`config.mk`:
```
export PLATFORM = sky130hd
export DESIGN_NAME = logo_anim_painter_flat
export DESIGN_NICKNAME = d
export VERILOG_FILES = /design/src/rtl/logo_anim_painter_if.sv /design/src/rtl/logo_anim_painter.sv /design/src/flat_wrapper.sv
export SDC_FILE = /design/constraint.sdc
export NUM_CORES = 1
export LEC_CHECK = 0
export ABC_AREA = 1
export CAP_MARGIN = 10
export CORE_ASPECT_RATIO = 0.5
export CORE_MARGIN = 2
export CORE_UTILIZATION = 50
export DETAILED_ROUTE_END_ITERATION = 10
export GPL_TIMING_DRIVEN = 0
export MAX_ROUTING_LAYER = met4
export PLACE_DENSITY = 0.7
export SKIP_LAST_GASP = 1
export SLEW_MARGIN = 20
export SYNTH_ARGS = -nofsm -noshare
export SYNTH_HDL_FRONTEND = slang
export SYNTH_SLANG_ARGS = --single-unit
```
`constraint.sdc`:
```
create_clock -name clk -period 4.9 [get_ports clk]
set_input_delay 0.735 -clock clk [delete_from_list [all_inputs] [get_ports clk]]
set_output_delay 0.735 -clock clk [all_outputs]
set_load 0.05 [all_outputs]
```
`src/rtl/logo_anim_painter_if.sv`:
```
// Pixel/animation bus between the VGA timing side and logo_anim_painter.
interface logo_anim_painter_if #(
  parameter int unsigned NUM_GLYPHS = 4
);
  logic                      enable;
  logic                      frame_start;
  logic [10:0]               x;
  logic [10:0]               y;
  logic [2*NUM_GLYPHS-1:0]   glyph_sel;
  logic                      hit;
  logic [10:0]               delt;
  logic                      dir_left;

  modport master (
    output enable, frame_start, x, y, glyph_sel,
    input  hit, delt, dir_left
  );

  modport slave (
    input  enable, frame_start, x, y, glyph_sel,
    output hit, delt, dir_left
  );
endinterface

```
`src/rtl/logo_anim_painter.sv`:
```
// Paints a row of Z/N/L stroke glyphs with a per-frame horizontal bounce.
// Optional blink (visibility toggled every BLINK_FRAMES frames) under `LOGO_BLINK_EN.
module logo_anim_painter #(
  parameter int unsigned NUM_GLYPHS      = 4,
  parameter int unsigned SIZE            = 40,
  parameter int unsigned STROKE          = 5,
  parameter int unsigned GAP             = 10,
  parameter int unsigned BASE_X          = 500,
  parameter int unsigned BASE_Y          = 550,
  parameter int unsigned SPAN            = 100,
  parameter int unsigned STEP            = 2,
  parameter int unsigned FRAMES_PER_STEP = 1,
  parameter int unsigned PAUSE_FRAMES    = 30
`ifdef LOGO_BLINK_EN
  ,
  parameter int unsigned BLINK_FRAMES    = 32
`endif
) (
  input logic                clk,
  input logic                rst,
  logo_anim_painter_if.slave bus
);

  localparam int unsigned PITCH = SIZE + STROKE + GAP;
  localparam int unsigned FC_W  = (FRAMES_PER_STEP > 1) ? $clog2(FRAMES_PER_STEP) : 1;
  localparam int unsigned PC_W  = (PAUSE_FRAMES > 1) ? $clog2(PAUSE_FRAMES) : 1;
  localparam logic [FC_W-1:0] FC_MAX = FC_W'((FRAMES_PER_STEP > 1) ? FRAMES_PER_STEP - 1 : 0);
  localparam logic [PC_W-1:0] PC_MAX = PC_W'((PAUSE_FRAMES > 1) ? PAUSE_FRAMES - 1 : 0);
  localparam logic [11:0] C_S  = 12'(SIZE);
  localparam logic [11:0] C_W  = 12'(STROKE);
  localparam logic [11:0] C_SW = 12'(SIZE + STROKE);

  typedef enum logic [1:0] {S_RIGHT, S_HOLD_R, S_LEFT, S_HOLD_L} state_t;

  state_t          state, state_nxt;
  logic [10:0]     delt, delt_nxt;
  logic            dir_left, dir_nxt;
  logic [FC_W-1:0] frame_cnt, frame_nxt;
  logic [PC_W-1:0] pause_cnt, pause_nxt;
  logic            hit, hit_nxt;
  logic            visible;

  logic fs_en, step, hold_done, at_top, at_bot;
  logic [NUM_GLYPHS-1:0] slot_hit;

  assign fs_en     = bus.frame_start & bus.enable;
  assign step      = fs_en & (frame_cnt == FC_MAX);
  assign hold_done = fs_en & (pause_cnt == PC_MAX);
  assign at_top    = (12'(delt) + 12'(STEP)) >= 12'(SPAN);
  assign at_bot    = delt <= 11'(STEP);

  // Per-slot stroke test; dx/dy negative means the pixel is above/left of the box.
  for (genvar g = 0; g < NUM_GLYPHS; g++) begin : g_slot
    localparam int unsigned OFF = BASE_X + g * PITCH;
    logic [11:0] dx, dy, ux, uy, sum, diff;
    logic [1:0]  code;
    logic        inb, z_hit, n_hit, l_hit;

    assign dx   = 12'(bus.x) - 12'(OFF) - 12'(delt);
    assign dy   = 12'(bus.y) - 12'(BASE_Y);
    assign inb  = ~dx[11] & ~dy[11];
    assign ux   = {1'b0, dx[10:0]};
    assign uy   = {1'b0, dy[10:0]};
    assign sum  = ux + uy;
    assign diff = ux - uy;
    assign code = bus.glyph_sel[2*g +: 2];

    assign z_hit = ((ux < C_S) && (uy < C_W)) ||
                   ((ux < C_S) && (uy >= C_S) && (uy < C_SW)) ||
                   ((sum >= C_S) && (sum < C_SW) && (uy < C_S));
    assign n_hit = (uy < C_SW) &&
                   ((ux < C_W) || ((ux >= C_S) && (ux < C_SW)) ||
                    ((ux >= uy) && (diff < C_W)));
    assign l_hit = ((ux < C_W) && (uy < C_SW)) ||
                   ((ux < C_SW) && (uy >= C_S) && (uy < C_SW));

    always_comb begin
      slot_hit[g] = 1'b0;
      if (inb) begin
        case (code)
          2'd1:    slot_hit[g] = z_hit;
          2'd2:    slot_hit[g] = n_hit;
          2'd3:    slot_hit[g] = l_hit;
          default: slot_hit[g] = 1'b0;
        endcase
      end
    end
  end

`ifdef LOGO_BLINK_EN
  localparam int unsigned BC_W = (BLINK_FRAMES > 1) ? $clog2(BLINK_FRAMES) : 1;
  localparam logic [BC_W-1:0] BC_MAX = BC_W'((BLINK_FRAMES > 1) ? BLINK_FRAMES - 1 : 0);
  logic [BC_W-1:0] blink_cnt;

  always_ff @(posedge clk) begin
    if (rst) begin
      blink_cnt <= '0;
      visible   <= 1'b1;
    end else if (fs_en) begin
      if (blink_cnt == BC_MAX) begin
        blink_cnt <= '0;
        visible   <= ~visible;
      end else begin
        blink_cnt <= blink_cnt + BC_W'(1);
      end
    end
  end
`else
  assign visible = 1'b1;
`endif

  // State and output registers.
  always_ff @(posedge clk) begin
    if (rst) begin
      state     <= S_RIGHT;
      delt      <= '0;
      dir_left  <= 1'b0;
      frame_cnt <= '0;
      pause_cnt <= '0;
      hit       <= 1'b0;
    end else begin
      state     <= state_nxt;
      delt      <= delt_nxt;
      dir_left  <= dir_nxt;
      frame_cnt <= frame_nxt;
      pause_cnt <= pause_nxt;
      hit       <= hit_nxt;
    end
  end

  // Bounce sequencing; a zero hold skips straight to the opposite run.
  always_comb begin
    state_nxt = state;
    case (state)
      S_RIGHT: if (step && at_top) state_nxt = (PAUSE_FRAMES == 0) ? S_LEFT : S_HOLD_R;
      S_HOLD_R: if (hold_done) state_nxt = S_LEFT;
      S_LEFT:  if (step && at_bot) state_nxt = (PAUSE_FRAMES == 0) ? S_RIGHT : S_HOLD_L;
      S_HOLD_L: if (hold_done) state_nxt = S_RIGHT;
      default: state_nxt = S_RIGHT;
    endcase
  end

  // Offset, counters and pixel hit for the next cycle.
  always_comb begin
    delt_nxt  = delt;
    frame_nxt = frame_cnt;
    pause_nxt = pause_cnt;
    case (state)
      S_RIGHT, S_LEFT: begin
        if (fs_en) frame_nxt = step ? '0 : frame_cnt + FC_W'(1);
        if (step) begin
          if (state == S_RIGHT) delt_nxt = at_top ? 11'(SPAN) : delt + 11'(STEP);
          else                  delt_nxt = at_bot ? 11'd0     : delt - 11'(STEP);
        end
      end
      default: begin
        if (fs_en) pause_nxt = hold_done ? '0 : pause_cnt + PC_W'(1);
      end
    endcase
    dir_nxt = (state_nxt == S_HOLD_R) || (state_nxt == S_LEFT);
    hit_nxt = bus.enable & visible & (|slot_hit);
  end

  assign bus.hit      = hit;
  assign bus.delt     = delt;
  assign bus.dir_left = dir_left;

endmodule

```
`src/flat_wrapper.sv`:
```
// flat-port wrapper written by rule: the top's interface ports become plain ports
module logo_anim_painter_flat 
#(
  parameter int unsigned NUM_GLYPHS      = 4,
  parameter int unsigned SIZE            = 40,
  parameter int unsigned STROKE          = 5,
  parameter int unsigned GAP             = 10,
  parameter int unsigned BASE_X          = 500,
  parameter int unsigned BASE_Y          = 550,
  parameter int unsigned SPAN            = 100,
  parameter int unsigned STEP            = 2,
  parameter int unsigned FRAMES_PER_STEP = 1,
  parameter int unsigned PAUSE_FRAMES    = 30

)
  (clk, rst, bus_enable, bus_frame_start, bus_x, bus_y, bus_glyph_sel, bus_hit, bus_delt, bus_dir_left);
  logo_anim_painter_if #(.NUM_GLYPHS(NUM_GLYPHS)) bus_i ();
  input logic clk;
  input logic rst;
  input wire logic [$bits(bus_i.enable)-1:0] bus_enable;
  input wire logic [$bits(bus_i.frame_start)-1:0] bus_frame_start;
  input wire logic [$bits(bus_i.x)-1:0] bus_x;
  input wire logic [$bits(bus_i.y)-1:0] bus_y;
  input wire logic [$bits(bus_i.glyph_sel)-1:0] bus_glyph_sel;
  output wire logic [$bits(bus_i.hit)-1:0] bus_hit;
  output wire logic [$bits(bus_i.delt)-1:0] bus_delt;
  output wire logic [$bits(bus_i.dir_left)-1:0] bus_dir_left;
  assign bus_i.enable = bus_enable;
  assign bus_i.frame_start = bus_frame_start;
  assign bus_i.x = bus_x;
  assign bus_i.y = bus_y;
  assign bus_i.glyph_sel = bus_glyph_sel;
  assign bus_hit = bus_i.hit;
  assign bus_delt = bus_i.delt;
  assign bus_dir_left = bus_i.dir_left;
  logo_anim_painter #(.NUM_GLYPHS(NUM_GLYPHS), .SIZE(SIZE), .STROKE(STROKE), .GAP(GAP), .BASE_X(BASE_X), .BASE_Y(BASE_Y), .SPAN(SPAN), .STEP(STEP), .FRAMES_PER_STEP(FRAMES_PER_STEP), .PAUSE_FRAMES(PAUSE_FRAMES)) u_core (.clk(clk), .rst(rst), .bus(bus_i));
endmodule
```
==> results.md, run 1 <==
Cells and area:
- The antenna diode instance count is 0.
- Registers take 404.1 um^2.
- The total number of nets in the final design is 1,620.
- Once layout is complete, the utilization of the core stands at 60.08%.
- The finished cells cover 9382 um^2.
- Fill cells in the final layout number 1,579.
- The area growth from synthesis to layout is 15.89%.
- The layout cell share with drive strength beyond 1 is 10.81%.
- In the final layout, the multi-input gates occupy 7057 um^2.

Timing:
- The transition time at the pin with the least slew margin is 0.6894 ns.
- The maximum achievable frequency is 212.2 MHz.
- The final max-slew violation count is 0.
- Measured against its own limit, the worst slew margin works out to 53.97%.
- Setup violations remaining at the end of the flow were counted as 0.
- The clock arrives with 0.003506 ns of skew.
- The post-route minimum period is 4.712 ns.
- Summed over all failing endpoints, the final setup total negative slack is 0 ns.
- The count of endpoints failing hold in the final timing report is 0.
- The worst path uses 96.16% of the clock period.

Synthesis:
- By count the netlist is led by sky130_fd_sc_hd__nand2_1 (330), sky130_fd_sc_hd__inv_1 (239), sky130_fd_sc_hd__ha_1 (143).
- The top cell type's share of synthesized area is 22.10%.
- The number of register bits inferred by synthesis is 20.
- The synthesized area per cell is 5.862 um^2.
- Synthesis produced a netlist whose cell count is 1,381.
- The share of the Yosys chip area taken by registers is 4.946%.
- The cell type with the highest aggregate area in the netlist is sky130_fd_sc_hd__ha_1.
- The number of warnings printed during yosys synthesis is 0.
- The distinct cell type count of the synthesized netlist is 56.
- Counting flops with a built-in enable in the synthesized netlist gives 0.
- The most common flop cell mapped by yosys is sky130_fd_sc_hd__dfxtp_1.
- Yosys attributes the largest share of cell area to sky130_fd_sc_hd__ha_1 (22%), sky130_fd_sc_hd__nand2_1 (15%), sky130_fd_sc_hd__inv_1 (11%).
- In the synthesized netlist the async set-or-reset flop fraction comes to 0%.
- sky130_fd_sc_hd__nand2_1 is the most common cell in the netlist.
- In this run the cell area of the synthesized design comes to 8095 um^2.

Detailed routing:
- The routed wire length per instance is 16.95 um.
- In the routed layout, each cell is associated on average with a via count of 5.650.
- Wires add up to 27.76 mm.
- Across all layers, the routed design uses 9,255 vias.
- The post-route antenna net violation count is 0.
- After detailed routing, the number of remaining DRC violations is 0.
- The number of DRC markers in iteration 0 is 813.
- The first detailed-routing pass took 8 iterations.

Job:
- Across the run, the number of max-cap violations was 0.

Floorplanning:
- In this run the horizontal extent of the chip is 183.9 um.
- The floorplan row count is 32.
- The placeable core area is 15,620 um^2.
- The die height is 93.98 um.
- The die covers 17,290 um^2.
- The initial core utilization is 51.84%.
- The count of pins on the block boundary is 47.

Clock network:
- The number of buffers created by CTS is 3.
- Buffers inserted to repair hold after CTS numbered 0.
- In this run the clock root is driven by a sky130_fd_sc_hd__clkbuf_16.
- The level count of the clock H-tree is 1.
- The source-to-sink clock delay at the later pin of the worst-skew pair is 0.26 ns.
- The CTS tree is built.
- The total number of clock tree sinks is 20.
- Clock-pin slew was measured on the worst setup and hold paths at 0.06 ns.
- The number of buffers on the longest clock path is 2.

Critical path:
- The endpoint of the worst register-to-register path is u_core.bus.hit$_SDFF_PP0_.
- The largest driver fanout on the critical path is 4.
- The setup slack on the worst flop-to-flop path is 0.28 ns.
- The slowest stage of the critical path belongs to the cell sky130_fd_sc_hd__clkdlybuf4s50_1.
- The path type of the worst setup path is in -> reg.
- The number of cell instances on the worst register-to-register path is 27.
- The most numerous cell on the critical path is sky130_fd_sc_hd__nand2_1.
- The startpoint of the most critical register-to-register path is u_core.bus.delt[1]$_SDFFE_PP0P_.
- STA classifies the critical path endpoint as a flip-flop.
- The data required time at the worst endpoint is 5.09 ns.
- The maximum cell stage delay along the critical path is 0.43 ns.
- The worst setup path is launched from an input pin.
- STA puts the critical path data arrival time at 4.91 ns.

Power:
- The analysis attributes to net switching a power of 1.886 mW.
- The total power after layout is 3.192 mW.
- The proportion of total power due to net switching is 59.11%.
- Of the total power, the clock network draws 7.1%.
- The power per standard cell area is 340.2 nW/um^2.
- The maximum VDD drop is 0.2510 mV.
- The design internal power is 1.305 mW.
- Sequential cells burn 5.9% of the power.
- The combinational cell fraction of total power is 87.0%.
- The leakage component of the power is 4.945 nW.

Global route:
- The maximum number of pins on one net before global-route repair is 13.
- The global-route wire length before repair is 43.08 mm.
- The initial antenna violation count is 0.
- The number of global-route vias before repair is 8,538.
- Across every metal layer, demand over resource in global routing totals 32.73%.
- Summed over all layers, the global routing overflow is 0.

Placed design:
- During placement, the flow inserted port buffers numbering 44.
- Detailed placement finished with a half-perimeter wire length of 22.75 mm.
- Summing all placed instances gives a cell area of 8795 um^2.
- The global placement routability congestion is 0.9698.

Min path:
- The startpoint identified for the worst hold timing path is u_core.frame_cnt$_SDFFE_PP0P_.
- The count of cells along the worst hold path is 2.
- The tightest min-delay check is of the reg -> reg type.
- The worst-case hold path end point is u_core.frame_cnt$_SDFFE_PP0P_.

Outcome:
- The run finished with clean final reports.
## layer usage
metal | wire, um | track usage [%] | up-vias
met3 | 2137 | 2.791 | 49
met2 | 12000 | 52.74 | 402
met1 | 13040 | 44.52 | 4221
met5 | 0 | - | -
met4 | 584 | 8.200 | 0
li1 | - | - | 4583
## worst max-delay path, delay by kind of cell
| kind | cells | cell delay, ns |
|---|---|---|
| compound gates | 6 | 1.08 |
| xor+xnor | 1 | 0.26 |
| fa+ha+maj | 3 | 1.02 |
| buf+inv | 5 | 0.82 |
| simple gates | 11 | 0.99 |
## placed cells by master (no fill, tap or decap), types with 7 or more instances in the layout
master / netlist / final
sky130_fd_sc_hd__ha_1: 143 / 123
sky130_fd_sc_hd__ha_4: 0 / 11
sky130_fd_sc_hd__o21ai_1: 8 / 13
sky130_fd_sc_hd__clkdlybuf4s50_1: 0 / 38
sky130_fd_sc_hd__inv_1: 239 / 231
sky130_fd_sc_hd__xor2_2: 1 / 8
sky130_fd_sc_hd__o21ai_0: 59 / 52
sky130_fd_sc_hd__a21o_1: 7 / 7
sky130_fd_sc_hd__o21bai_1: 9 / 8
sky130_fd_sc_hd__dfxtp_1: 20 / 19
sky130_fd_sc_hd__a31oi_1: 8 / 8
sky130_fd_sc_hd__inv_2: 11 / 15
sky130_fd_sc_hd__buf_4: 5 / 12
sky130_fd_sc_hd__nor2_2: 5 / 9
sky130_fd_sc_hd__nand2_2: 20 / 27
sky130_fd_sc_hd__nand3_1: 132 / 131
sky130_fd_sc_hd__nor4_1: 11 / 8
sky130_fd_sc_hd__ha_2: 0 / 9
sky130_fd_sc_hd__nand3_2: 7 / 8
sky130_fd_sc_hd__nand4_1: 31 / 31
sky130_fd_sc_hd__nor3_2: 3 / 7
sky130_fd_sc_hd__nand2_1: 330 / 323
sky130_fd_sc_hd__nor2_1: 106 / 102
sky130_fd_sc_hd__xor2_1: 43 / 33
sky130_fd_sc_hd__a21oi_1: 79 / 74
sky130_fd_sc_hd__fa_1: 8 / 8
sky130_fd_sc_hd__nor3_1: 24 / 20
## per-stage QoR
step                std cells  hold WS [ns]  worst slack, ns
floorplan                1382        0.4287           0.6576
global placement         1630        0.4404          -0.5772
detailed placement       1630        0.4420          -0.5933
CTS                      1633        0.4524         0.009724
global route             1638        0.4824         -0.03669
finish                   1638        0.4555           0.1880
## power by group through the flow
stage | Combinational [mW] | Clock, mW | Sequential, mW
2_1_floorplan | 1.89 | 0 | 0.211
6_report | 2.78 | 0.227 | 0.189
3_3_place_gp | 2.49 | 0 | 0.192
4_1_cts | 2.56 | 0.228 | 0.188
3_5_place_dp | 2.51 | 0 | 0.192
5_1_grt | 3.09 | 0.236 | 0.191
## worst max-delay path by stage
stage / from / end / slack [ns] / cells past startpoint
2_1_floorplan: u_core.bus.delt[1]$_SDFFE_PP0P_ / u_core.bus.hit$_SDFF_PP0_ / 0.66 / 27
3_3_place_gp: bus_x[1] / u_core.bus.hit$_SDFF_PP0_ / -0.58 / 28
3_5_place_dp: bus_x[1] / u_core.bus.hit$_SDFF_PP0_ / -0.59 / 27
4_1_cts: bus_x[1] / u_core.bus.hit$_SDFF_PP0_ / 0.01 / 27
5_1_grt: bus_x[8] / u_core.bus.hit$_SDFF_PP0_ / -0.04 / 26
6_report: bus_x[8] / u_core.bus.hit$_SDFF_PP0_ / 0.19 / 26
## repair_timing
action / in CTS / in global routing
endpoints found under the setup margin: 1 / 1
pin swaps: 1 / 14
gates resized for setup: 16 / 76
cloned: 0 / 0
setup buffers: 0 / 7
## layout make-up
type / count / share of cell area, %
Multi-Input combinational cell: 1092 / 75.22
Inverter: 252 / 10.23
Timing Repair Buffer: 51 / 5.415
Sequential cell: 20 / 4.308
Tap cell: 204 / 2.721
Buffer: 15 / 0.9869
Clock buffer: 3 / 0.8002
Clock inverter: 1 / 0.3201
## flip-flops by register name (all words and copies together), names as in the netlist
signal               flops
u_core.bus.delt         10
u_core.pause_cnt         5
u_core.state             2
u_core.bus.dir_left      1
u_core.bus.hit           1
u_core.frame_cnt         1
## kinds of logic (layout without fill, tap and decap cells)
kind of cell / count (synthesis) / count (layout) / synth area share, %
AO/OA/AOI/OAI: 200 / 200 / 14.31
AND/OR/NAND/NOR: 691 / 691 / 38.36
XOR/XNOR: 47 / 47 / 5.271
buffers and inverters: 270 / 322 / 12.94
flip-flops: 20 / 20 / 4.946
adder cells (fa/ha/maj): 151 / 151 / 24.08
other: 2 / 3 / 0.09277
(Power assumes the default switching activity.)
==> inputs of run 2 (changes only) <==
CTS_CLUSTER_SIZE = 25   (was unset)
SLEW_MARGIN = 15   (was 20)
==> results of run 2 <==
The final DEF is identical to that of run 1; final timing and power are the same.
